<file path="src/rtl/game_pkg.sv">
// game_pkg: shared types and constants for the mine board.
//   tile_state_t : per-tile state as stored in the tile-state RAM.
//   game_state_t : top-level game phase, read by draw and control blocks.
//   act_state_t  : phases of one read-modify-write tile action.
//   in_board()   : 1-based click coordinate range check.
package game_pkg;

  localparam int GAME_MAX_DIM = 32;
  localparam int GAME_ADDR_W  = 10;
  localparam int GAME_CNT_W   = 10;
  // Wide enough to hold button_num = 32 and the clear sweep coordinates.
  localparam int BN_W         = 6;

  localparam logic [BN_W-1:0] IDX_ZERO = 6'd0;
  localparam logic [BN_W-1:0] IDX_ONE  = 6'd1;

  typedef enum logic [1:0] {
    TILE_HIDDEN   = 2'd0,
    TILE_FLAGGED  = 2'd1,
    TILE_REVEALED = 2'd2
  } tile_state_t;

  typedef enum logic [2:0] {
    GS_IDLE    = 3'd0,
    GS_CLEAR   = 3'd1,
    GS_PLAYING = 3'd2,
    GS_WON     = 3'd3,
    GS_LOST    = 3'd4
  } game_state_t;

  typedef enum logic [1:0] {
    ACT_IDLE = 2'd0,
    ACT_RD   = 2'd1,
    ACT_EVAL = 2'd2,
    ACT_WR   = 2'd3
  } act_state_t;

  // True when (x,y) lies on a bn x bn board with 1-based indices.
  function automatic logic in_board(input logic [BN_W-1:0] x,
                                    input logic [BN_W-1:0] y,
                                    input logic [BN_W-1:0] bn);
    in_board = (x != IDX_ZERO) && (y != IDX_ZERO) && (x <= bn) && (y <= bn);
  endfunction

endpackage

</file>
<file path="src/rtl/game_set_if.sv">
// game_set_if: current game settings shared by the control blocks.
//   button_num : buttons per row/column of the active board (0..32).
interface game_set_if;
  import game_pkg::*;

  logic [BN_W-1:0] button_num;

  modport in (input button_num);
endinterface

</file>
<file path="src/rtl/tile_action_ctrl_chk.sv">
// tile_action_ctrl_chk: simulation checks on the board counters.
//   flag_inc/flag_dec/rev_inc : counter update strobes of the cycle
//   flag_cnt/revealed_cnt     : counter values before the update
module tile_action_ctrl_chk #(
  parameter int CNT_W = 10
) (
  input logic             clk,
  input logic             rst,
  input logic             flag_inc,
  input logic             flag_dec,
  input logic             rev_inc,
  input logic [CNT_W-1:0] flag_cnt,
  input logic [CNT_W-1:0] revealed_cnt
);

  localparam logic [CNT_W-1:0] C_ZERO = {CNT_W{1'b0}};
  localparam logic [CNT_W-1:0] C_MAX  = {CNT_W{1'b1}};

  a_flag_no_underflow: assert property (@(posedge clk) disable iff (!rst)
    flag_dec |-> (flag_cnt != C_ZERO));

  a_flag_no_overflow: assert property (@(posedge clk) disable iff (!rst)
    flag_inc |-> (flag_cnt != C_MAX));

  a_rev_no_overflow: assert property (@(posedge clk) disable iff (!rst)
    rev_inc |-> (revealed_cnt != C_MAX));

endmodule

</file>
<file path="src/rtl/tile_addr_gen.sv">
// tile_addr_gen: combinational 1-based (x,y) to tile RAM address.
//   x, y : 1-based column/row (1..MAX_DIM)
//   addr : (y-1)*MAX_DIM + (x-1)
// Shared with the draw path so both sides agree on the RAM layout.
module tile_addr_gen #(
  parameter int MAX_DIM = 32,
  parameter int IDX_W   = 6,
  parameter int ADDR_W  = 10
) (
  input  logic [IDX_W-1:0]  x,
  input  logic [IDX_W-1:0]  y,
  output logic [ADDR_W-1:0] addr
);

  localparam logic [ADDR_W-1:0] A_ONE = {{(ADDR_W-1){1'b0}}, 1'b1};
  localparam logic [ADDR_W-1:0] A_DIM = ADDR_W'(MAX_DIM);

  // Row-major address, x fastest.
  always_comb begin
    addr = (ADDR_W'(y) - A_ONE) * A_DIM + (ADDR_W'(x) - A_ONE);
  end

endmodule

</file>
<file path="src/rtl/tile_action_ctrl.sv">
// tile_action_ctrl: sequences every access to the tile-state RAM.
//   clk, rst (async, active-low), start (new-game pulse)
//   bomb / flag            : reveal / flag-toggle levels, acted on at rising edge
//   button_index_x/y       : 1-based click coordinates, 0 = off board
//   in                     : game settings (button_num)
//   mine_num               : mines on the board
//   mem_addr/rd_en/wr_en/wdata, mem_rdata, mine_rdata : tile RAM port
//   busy, game_state, flag_cnt, revealed_cnt          : status
// Each accepted click becomes RD -> EVAL -> WR; start clears the board
// with one HIDDEN write per cycle before play begins.
module tile_action_ctrl
  import game_pkg::*;
#(
  parameter int MAX_DIM = GAME_MAX_DIM,
  parameter int ADDR_W  = GAME_ADDR_W,
  parameter int CNT_W   = GAME_CNT_W
) (
  input  logic              clk,
  input  logic              rst,
  input  logic              start,
  input  logic              bomb,
  input  logic              flag,
  input  logic [4:0]        button_index_x,
  input  logic [4:0]        button_index_y,
  game_set_if.in            in,
  input  logic [CNT_W-1:0]  mine_num,
  output logic [ADDR_W-1:0] mem_addr,
  output logic              mem_rd_en,
  output logic              mem_wr_en,
  output logic [1:0]        mem_wdata,
  input  logic [1:0]        mem_rdata,
  input  logic              mine_rdata,
  output logic              busy,
  output logic [2:0]        game_state,
  output logic [CNT_W-1:0]  flag_cnt,
  output logic [CNT_W-1:0]  revealed_cnt
);

  localparam logic [CNT_W-1:0] CNT_ZERO = {CNT_W{1'b0}};
  localparam logic [CNT_W-1:0] CNT_ONE  = {{(CNT_W-1){1'b0}}, 1'b1};

  game_state_t       game_r, game_nx;
  act_state_t        act_r, act_nx;
  logic              bomb_prev_r, flag_prev_r;
  logic              is_reveal_r, is_reveal_nx;
  logic [BN_W-1:0]   clr_x_r, clr_y_r, clr_x_nx, clr_y_nx;
  logic [ADDR_W-1:0] mem_addr_r, mem_addr_nx;
  logic              mem_rd_en_r, mem_rd_en_nx;
  logic              mem_wr_en_r, mem_wr_en_nx;
  logic [1:0]        mem_wdata_r, mem_wdata_nx;
  logic              busy_r, busy_nx;
  logic [CNT_W-1:0]  flag_cnt_r, flag_cnt_nx;
  logic [CNT_W-1:0]  rev_cnt_r, rev_cnt_nx;

  logic              bomb_rise_s, flag_rise_s, click_s, clr_last_s;
  logic [BN_W-1:0]   bn_s, bx_s, by_s, gen_x_s, gen_y_s;
  logic [BN_W-1:0]   clr_step_x_s, clr_step_y_s;
  logic [ADDR_W-1:0] gen_addr_s;
  logic [CNT_W-1:0]  win_target_s, rev_next_s;
  logic              flag_inc_s, flag_dec_s, rev_inc_s;

  tile_addr_gen #(
    .MAX_DIM (MAX_DIM),
    .IDX_W   (BN_W),
    .ADDR_W  (ADDR_W)
  ) u_addr_gen (
    .x    (gen_x_s),
    .y    (gen_y_s),
    .addr (gen_addr_s)
  );

  tile_action_ctrl_chk #(
    .CNT_W (CNT_W)
  ) u_chk (
    .clk          (clk),
    .rst          (rst),
    .flag_inc     (flag_inc_s),
    .flag_dec     (flag_dec_s),
    .rev_inc      (rev_inc_s),
    .flag_cnt     (flag_cnt_r),
    .revealed_cnt (rev_cnt_r)
  );

  // Click decode, clear-sweep stepping, win threshold and address source.
  always_comb begin
    bn_s        = in.button_num;
    bx_s        = BN_W'(button_index_x);
    by_s        = BN_W'(button_index_y);
    bomb_rise_s = bomb & ~bomb_prev_r;
    flag_rise_s = flag & ~flag_prev_r;
    click_s     = (game_r == GS_PLAYING) && (act_r == ACT_IDLE) &&
                  in_board(bx_s, by_s, bn_s) && (bomb_rise_s || flag_rise_s);
    // >= rather than == so a mid-sweep shrink of button_num still terminates.
    clr_last_s  = (clr_x_r >= bn_s) && (clr_y_r >= bn_s);
    if (clr_x_r >= bn_s) begin
      clr_step_x_s = IDX_ONE;
      clr_step_y_s = clr_y_r + IDX_ONE;
    end else begin
      clr_step_x_s = clr_x_r + IDX_ONE;
      clr_step_y_s = clr_y_r;
    end
    // Board area is taken modulo 2**CNT_W on purpose.
    win_target_s = CNT_W'(bn_s) * CNT_W'(bn_s) - mine_num;
    rev_next_s   = rev_cnt_r + CNT_ONE;
    if (start) begin
      gen_x_s = IDX_ONE;
      gen_y_s = IDX_ONE;
    end else if (game_r == GS_CLEAR) begin
      gen_x_s = clr_step_x_s;
      gen_y_s = clr_step_y_s;
    end else begin
      gen_x_s = bx_s;
      gen_y_s = by_s;
    end
  end

  // Game and action next-state plus registered-output next values.
  always_comb begin
    game_nx      = game_r;
    act_nx       = act_r;
    is_reveal_nx = is_reveal_r;
    clr_x_nx     = clr_x_r;
    clr_y_nx     = clr_y_r;
    mem_addr_nx  = mem_addr_r;
    mem_rd_en_nx = 1'b0;
    mem_wr_en_nx = 1'b0;
    mem_wdata_nx = mem_wdata_r;
    busy_nx      = busy_r;
    flag_cnt_nx  = flag_cnt_r;
    rev_cnt_nx   = rev_cnt_r;
    flag_inc_s   = 1'b0;
    flag_dec_s   = 1'b0;
    rev_inc_s    = 1'b0;
    if (start) begin
      // start overrides everything, including a half-done action.
      act_nx      = ACT_IDLE;
      flag_cnt_nx = CNT_ZERO;
      rev_cnt_nx  = CNT_ZERO;
      clr_x_nx    = IDX_ONE;
      clr_y_nx    = IDX_ONE;
      if (bn_s == IDX_ZERO) begin
        game_nx = GS_IDLE;
        busy_nx = 1'b0;
      end else begin
        game_nx      = GS_CLEAR;
        mem_addr_nx  = gen_addr_s;
        mem_wr_en_nx = 1'b1;
        mem_wdata_nx = TILE_HIDDEN;
        busy_nx      = 1'b1;
      end
    end else begin
      case (game_r)
        GS_CLEAR: begin
          act_nx = ACT_IDLE;
          if (clr_last_s) begin
            game_nx = GS_PLAYING;
            busy_nx = 1'b0;
          end else begin
            clr_x_nx     = clr_step_x_s;
            clr_y_nx     = clr_step_y_s;
            mem_addr_nx  = gen_addr_s;
            mem_wr_en_nx = 1'b1;
            mem_wdata_nx = TILE_HIDDEN;
            busy_nx      = 1'b1;
          end
        end
        GS_PLAYING: begin
          case (act_r)
            ACT_IDLE: begin
              if (click_s) begin
                act_nx       = ACT_RD;
                is_reveal_nx = bomb_rise_s;  // bomb wins a tie with flag
                mem_addr_nx  = gen_addr_s;
                mem_rd_en_nx = 1'b1;
                busy_nx      = 1'b1;
              end else begin
                busy_nx = 1'b0;
              end
            end
            ACT_RD: begin
              act_nx = ACT_EVAL;
            end
            ACT_EVAL: begin
              // Read data is valid now; the decision lands in the WR cycle.
              act_nx = ACT_WR;
              if (is_reveal_r) begin
                case (tile_state_t'(mem_rdata))
                  TILE_HIDDEN: begin
                    mem_wr_en_nx = 1'b1;
                    mem_wdata_nx = TILE_REVEALED;
                    if (mine_rdata) begin
                      game_nx = GS_LOST;
                    end else begin
                      rev_cnt_nx = rev_next_s;
                      rev_inc_s  = 1'b1;
                      if (rev_next_s == win_target_s) begin
                        game_nx = GS_WON;
                      end else begin
                        game_nx = GS_PLAYING;
                      end
                    end
                  end
                  default: begin
                    mem_wr_en_nx = 1'b0;  // flagged/revealed tiles are protected
                  end
                endcase
              end else begin
                case (tile_state_t'(mem_rdata))
                  TILE_HIDDEN: begin
                    if (flag_cnt_r < mine_num) begin
                      mem_wr_en_nx = 1'b1;
                      mem_wdata_nx = TILE_FLAGGED;
                      flag_cnt_nx  = flag_cnt_r + CNT_ONE;
                      flag_inc_s   = 1'b1;
                    end else begin
                      mem_wr_en_nx = 1'b0;
                    end
                  end
                  TILE_FLAGGED: begin
                    mem_wr_en_nx = 1'b1;
                    mem_wdata_nx = TILE_HIDDEN;
                    flag_cnt_nx  = flag_cnt_r - CNT_ONE;
                    flag_dec_s   = 1'b1;
                  end
                  default: begin
                    mem_wr_en_nx = 1'b0;
                  end
                endcase
              end
            end
            ACT_WR: begin
              act_nx  = ACT_IDLE;
              busy_nx = 1'b0;
            end
            default: begin
              act_nx  = ACT_IDLE;
              busy_nx = 1'b0;
            end
          endcase
        end
        default: begin
          // IDLE/WON/LOST: finishing action (if any) retires here.
          act_nx  = ACT_IDLE;
          busy_nx = 1'b0;
        end
      endcase
    end
  end

  // State and output registers; edge-detect history updates every cycle.
  always_ff @(posedge clk or negedge rst) begin
    if (!rst) begin
      game_r      <= GS_IDLE;
      act_r       <= ACT_IDLE;
      bomb_prev_r <= 1'b0;
      flag_prev_r <= 1'b0;
      is_reveal_r <= 1'b0;
      clr_x_r     <= IDX_ZERO;
      clr_y_r     <= IDX_ZERO;
      mem_addr_r  <= {ADDR_W{1'b0}};
      mem_rd_en_r <= 1'b0;
      mem_wr_en_r <= 1'b0;
      mem_wdata_r <= 2'd0;
      busy_r      <= 1'b0;
      flag_cnt_r  <= CNT_ZERO;
      rev_cnt_r   <= CNT_ZERO;
    end else begin
      game_r      <= game_nx;
      act_r       <= act_nx;
      bomb_prev_r <= bomb;
      flag_prev_r <= flag;
      is_reveal_r <= is_reveal_nx;
      clr_x_r     <= clr_x_nx;
      clr_y_r     <= clr_y_nx;
      mem_addr_r  <= mem_addr_nx;
      mem_rd_en_r <= mem_rd_en_nx;
      mem_wr_en_r <= mem_wr_en_nx;
      mem_wdata_r <= mem_wdata_nx;
      busy_r      <= busy_nx;
      flag_cnt_r  <= flag_cnt_nx;
      rev_cnt_r   <= rev_cnt_nx;
    end
  end

  assign mem_addr     = mem_addr_r;
  assign mem_rd_en    = mem_rd_en_r;
  assign mem_wr_en    = mem_wr_en_r;
  assign mem_wdata    = mem_wdata_r;
  assign busy         = busy_r;
  assign game_state   = game_r;
  assign flag_cnt     = flag_cnt_r;
  assign revealed_cnt = rev_cnt_r;

endmodule

</file>
<file path="src/flat_wrapper.sv">
// flat-port wrapper written by rule: the top's interface ports become plain ports
module tile_action_ctrl_flat import game_pkg::*;
#(
  parameter int MAX_DIM = GAME_MAX_DIM,
  parameter int ADDR_W  = GAME_ADDR_W,
  parameter int CNT_W   = GAME_CNT_W
)
  (clk, rst, start, bomb, flag, button_index_x, button_index_y, mine_num, mem_addr, mem_rd_en, mem_wr_en, mem_wdata, mem_rdata, mine_rdata, busy, game_state, flag_cnt, revealed_cnt, in_button_num);
  game_set_if in_i ();
  input  logic clk;
  input  logic rst;
  input  logic start;
  input  logic bomb;
  input  logic flag;
  input  logic [4:0] button_index_x;
  input  logic [4:0] button_index_y;
  input  logic [CNT_W-1:0] mine_num;
  output logic [ADDR_W-1:0] mem_addr;
  output logic mem_rd_en;
  output logic mem_wr_en;
  output logic [1:0] mem_wdata;
  input  logic [1:0] mem_rdata;
  input  logic mine_rdata;
  output logic busy;
  output logic [2:0] game_state;
  output logic [CNT_W-1:0] flag_cnt;
  output logic [CNT_W-1:0] revealed_cnt;
  input wire logic [$bits(in_i.button_num)-1:0] in_button_num;
  assign in_i.button_num = in_button_num;
  tile_action_ctrl #(.MAX_DIM(MAX_DIM), .ADDR_W(ADDR_W), .CNT_W(CNT_W)) u_core (.clk(clk), .rst(rst), .start(start), .bomb(bomb), .flag(flag), .button_index_x(button_index_x), .button_index_y(button_index_y), .in(in_i), .mine_num(mine_num), .mem_addr(mem_addr), .mem_rd_en(mem_rd_en), .mem_wr_en(mem_wr_en), .mem_wdata(mem_wdata), .mem_rdata(mem_rdata), .mine_rdata(mine_rdata), .busy(busy), .game_state(game_state), .flag_cnt(flag_cnt), .revealed_cnt(revealed_cnt));
endmodule
</file>
<file path="config.mk">
export PLATFORM = sky130hd
export DESIGN_NAME = tile_action_ctrl_flat
export DESIGN_NICKNAME = d
export VERILOG_FILES = /design/src/rtl/game_pkg.sv /design/src/rtl/game_set_if.sv /design/src/rtl/tile_action_ctrl_chk.sv /design/src/rtl/tile_addr_gen.sv /design/src/rtl/tile_action_ctrl.sv /design/src/flat_wrapper.sv
export SDC_FILE = /design/constraint.sdc
export NUM_CORES = 1
export LEC_CHECK = 0
export CORE_UTILIZATION = 50
export DETAILED_ROUTE_END_ITERATION = 6
export GPL_ROUTABILITY_DRIVEN = 0
export PLACE_DENSITY = 0.8
export RECOVER_POWER = 25
export SETUP_SLACK_MARGIN = 0.05
export SLEW_MARGIN = 10
export SYNTH_ARGS = -nofsm -noshare
export SYNTH_HDL_FRONTEND = slang
export SYNTH_SLANG_ARGS = --single-unit
export TNS_END_PERCENT = 20
</file>
<file path="constraint.sdc">
create_clock -name clk -period 4.68 [get_ports clk]
set_clock_uncertainty 0.15 [all_clocks]
set_input_delay 0.936 -clock clk [delete_from_list [all_inputs] [get_ports clk]]
set_output_delay 0.936 -clock clk [all_outputs]
set_load 0.05 [all_outputs]
</file>
==> run summary <==
Core outline area = 10,400 um^2
Synth warn = 0
Fill count = 803
Cell variety after synth = 58
Clk sinks = 55
Worst setup startpoint = mine_num[7]
Largest net degree at the start of global routing = 35
RSZ-0062 raised after global routing = true
# diodes = 0
Actual slew at the worst max-slew pin = 1920 ps
Die Height = 106 um
Routed vias = 4,945
Failing checks = max-capacitance violations, max-slew violations
Vias per inst = 5.79
Commonest cells in the netlist = 73 x ha_1, 60 x inv_1, 58 x nor2_1
Hold Crit Class = flop to flop
Synthesized Nets = 719
Grt total ovfl = 0
Met2 wire length = 7180 um
Status = finished, violations left
Post-synth top area share = 25.6%
Clock latency on the worst-skew pair = 330 ps
Post-Route M1 WL = 6420 um
Met3 wire len = 668 um
H-tree depth = 2
Detail Route Antenna Nets = 0
Final Hold Viols = 0
Setup crit start kind = primary input
Initial Utilization = 51.9%
Place WS = -618 ps
Final instance area = 7000 um^2
Final Cycle Share = 99.7%
Crit path kind = primary input to flop
Total detailed-routing wirelength = 14,700 um
Crit path DAT = 4780 ps
Synth Cell Area = 5380 um^2
Relative slew margins = -28.1%
Share of flip-flops with an asynchronous set or reset = 100%
Mapped Cells = 592
Area of the multi-input gates = 3990 um^2
# DRC = 0
First drt pass iteration count = 5
Hold Buf Count CTS = 0
Total power draw = 2.04 mW
Pwr dens = 292 nW/um^2
Seq/Total Area, Yosys = 25.6%
Synthesis-stage register bit count = 55
Number of enable flip-flop cells after synthesis = 0
Syn_area_per_cell = 9.09 um^2
Max-cap violations = 1
Required time of the critical path = 4790 ps
Most used flip-flop cell after synthesis = dfrtp_1
Instance area after placement = 6670 um^2
Fin worst setup slack = 14.1 ps
DP HPWL = 11,100 um
Largest area contributor in the netlist = dfrtp_1
Top-count cell post-synth = ha_1
Highest routed metal layer = met4
CP Capture Type = flop
Hold path start = u_core.mem_addr[0]
Hold_ws = 368 ps
Fraction of layout cells with a size suffix above 1 = 18.0%
Setup Buffers After CTS = 0
Slew Viols, Final = 35
Register area = 1380 um^2
Die Wd = 106 um
Vias in the first global route = 5,030
Setup violators final = 0
Largest cells by area after synthesis = dfrtp_1 26%, ha_1 17%, fa_1 7.4%
WL per Instance = 17.2 um
Final Critical Period = 4670 ps
Leakage power total = 3.32 nW
Setup TNS = 0 ps
R2R Path Start = u_core.clr_x_r[4]
CP max-delay cell = fa_1
Peak supply drop = 0.163 mV
Crit-path cells = clkdlybuf4s50_1 > inv_1 > fa_1 > inv_1 > fa_1 > inv_1 > fa_1 > ha_1 > ha_4 > xor2_1 > xnor2_1 > xnor2_1 > nand4_1 > a21oi_1
Crit-path max cell delay = 530 ps
Clk pin slew, worst setup/hold paths = 100 ps
Placed cells = 847
Finished Layout Cells = 854
F_max = 214 MHz
# port buffers = 71
Area delta synth->final = 30.1%
Row cnt = 37
Nets@finish = 845
Die area = 11,200 um^2
Gr usage total = 26.5%
Fin util = 67.5%
First-pass GRT wire length = 23,600 um
Clock buffer count from CTS = 5
Io pins = 72
TritonCTS clock tree = yes
Initial antenna violation count = 0
CP Max Fanout = 3
Max clock buf depth = 2
Initial DRC count = 258
Root Buffer = clkbuf_8
-- critical path, delay by kind of cell --
kind	cells	cell delay, ps
AO/OA/AOI/OAI	1	160
XOR/XNOR	3	650
adder cells (fa/ha/maj)	5	2190
buffers and inverters	4	680
AND/OR/NAND/NOR	1	160
-- layer usage --
metal / vias to the layer above / GRT usage (%)
li1: 2311 / -
met1: 2411 / 33.2
met2: 182 / 46.1
met3: 41 / 3.34
met4: 0 / 10.5
met5: - / 0
-- registers in the layout (all words and copies together) (netlist names) --
register,flops
u_core.busy,1
u_core.flag_cnt,10
u_core.act_r,2
u_core.clr_y_r,6
u_core.mem_addr,10
u_core.bomb_prev_r,1
u_core.mem_wr_en,1
u_core.game_state,3
u_core.flag_prev_r,1
u_core.revealed_cnt,10
u_core.is_reveal_r,1
u_core.clr_x_r,6
u_core.mem_wdata,2
u_core.mem_rd_en,1
-- report_power, final --
part	switching [mW]	internal [mW]
clock	0.173	0.157
sequential	0.0270	0.512
combinational	0.614	0.559
total	0.814	1.23
-- logic make-up (layout without fill, tap and decap cells) --
group                      Yosys count  in the layout  share of synthesized area [%]
and+or+nand+nor                    168            168                           15.0
AOI/OAI and AO/OA                  120            120                           15.4
adders and majority gates           93             93                           24.4
buffers and inverters               71            197                           5.12
xor gates and xnor gates            66             66                           10.7
DFF                                 55             55                           25.6
muxes                               19             19                           3.72
-- cells in the final DEF, fill, tap and decap left out, types with 6 or more instances in the layout --
cell,synthesis,layout
dfrtp_1,55,55
inv_1,60,52
inv_2,0,8
nor3_1,7,6
fa_1,20,19
nand2b_1,7,7
mux2_2,8,8
xnor2_1,40,35
nor2b_1,11,11
nor2_1,58,56
a211oi_1,8,8
clkdlybuf4s50_1,0,59
mux2i_1,11,11
or3_1,7,7
o21ai_0,28,26
xor2_1,26,23
buf_4,0,57
a21oi_1,25,23
nand3_1,14,14
ha_4,0,9
a21o_1,14,14
ha_1,73,63
nand2_1,35,34
-- final timing paths --
kind / to / slack (ps) / cells past startpoint
max in group asynchronous: u_core.mem_addr[0] / 1530 / 2
setup reg to reg: u_core.mem_addr[9] / 610 / 17
hold reg to reg: u_core.mem_addr[0] / 370 / 1
hold / removal: u_core.mem_addr[0] / 370 / 1
setup / recovery: u_core.game_state[0] / 10 / 14
min in group asynchronous: u_core.clr_y_r[1] / 980 / 1
-- cell type report --
cell class / instances / share of cell area [%]
Timing Repair Buffer: 130 / 16.1
Clock buffer: 5 / 0.983
Tap cell: 136 / 2.43
Multi-Input combinational cell: 466 / 57.0
Clock inverter: 2 / 0.536
Inverter: 60 / 3.22
Sequential cell: 55 / 19.7
-- timing repair --
item | 4_1_cts | 5_1_grt
setup endpoints to repair | 2 | 2
pin swaps | 14 | 25
resized for setup | 26 | 37
Power figures use the tool's default switching activity.
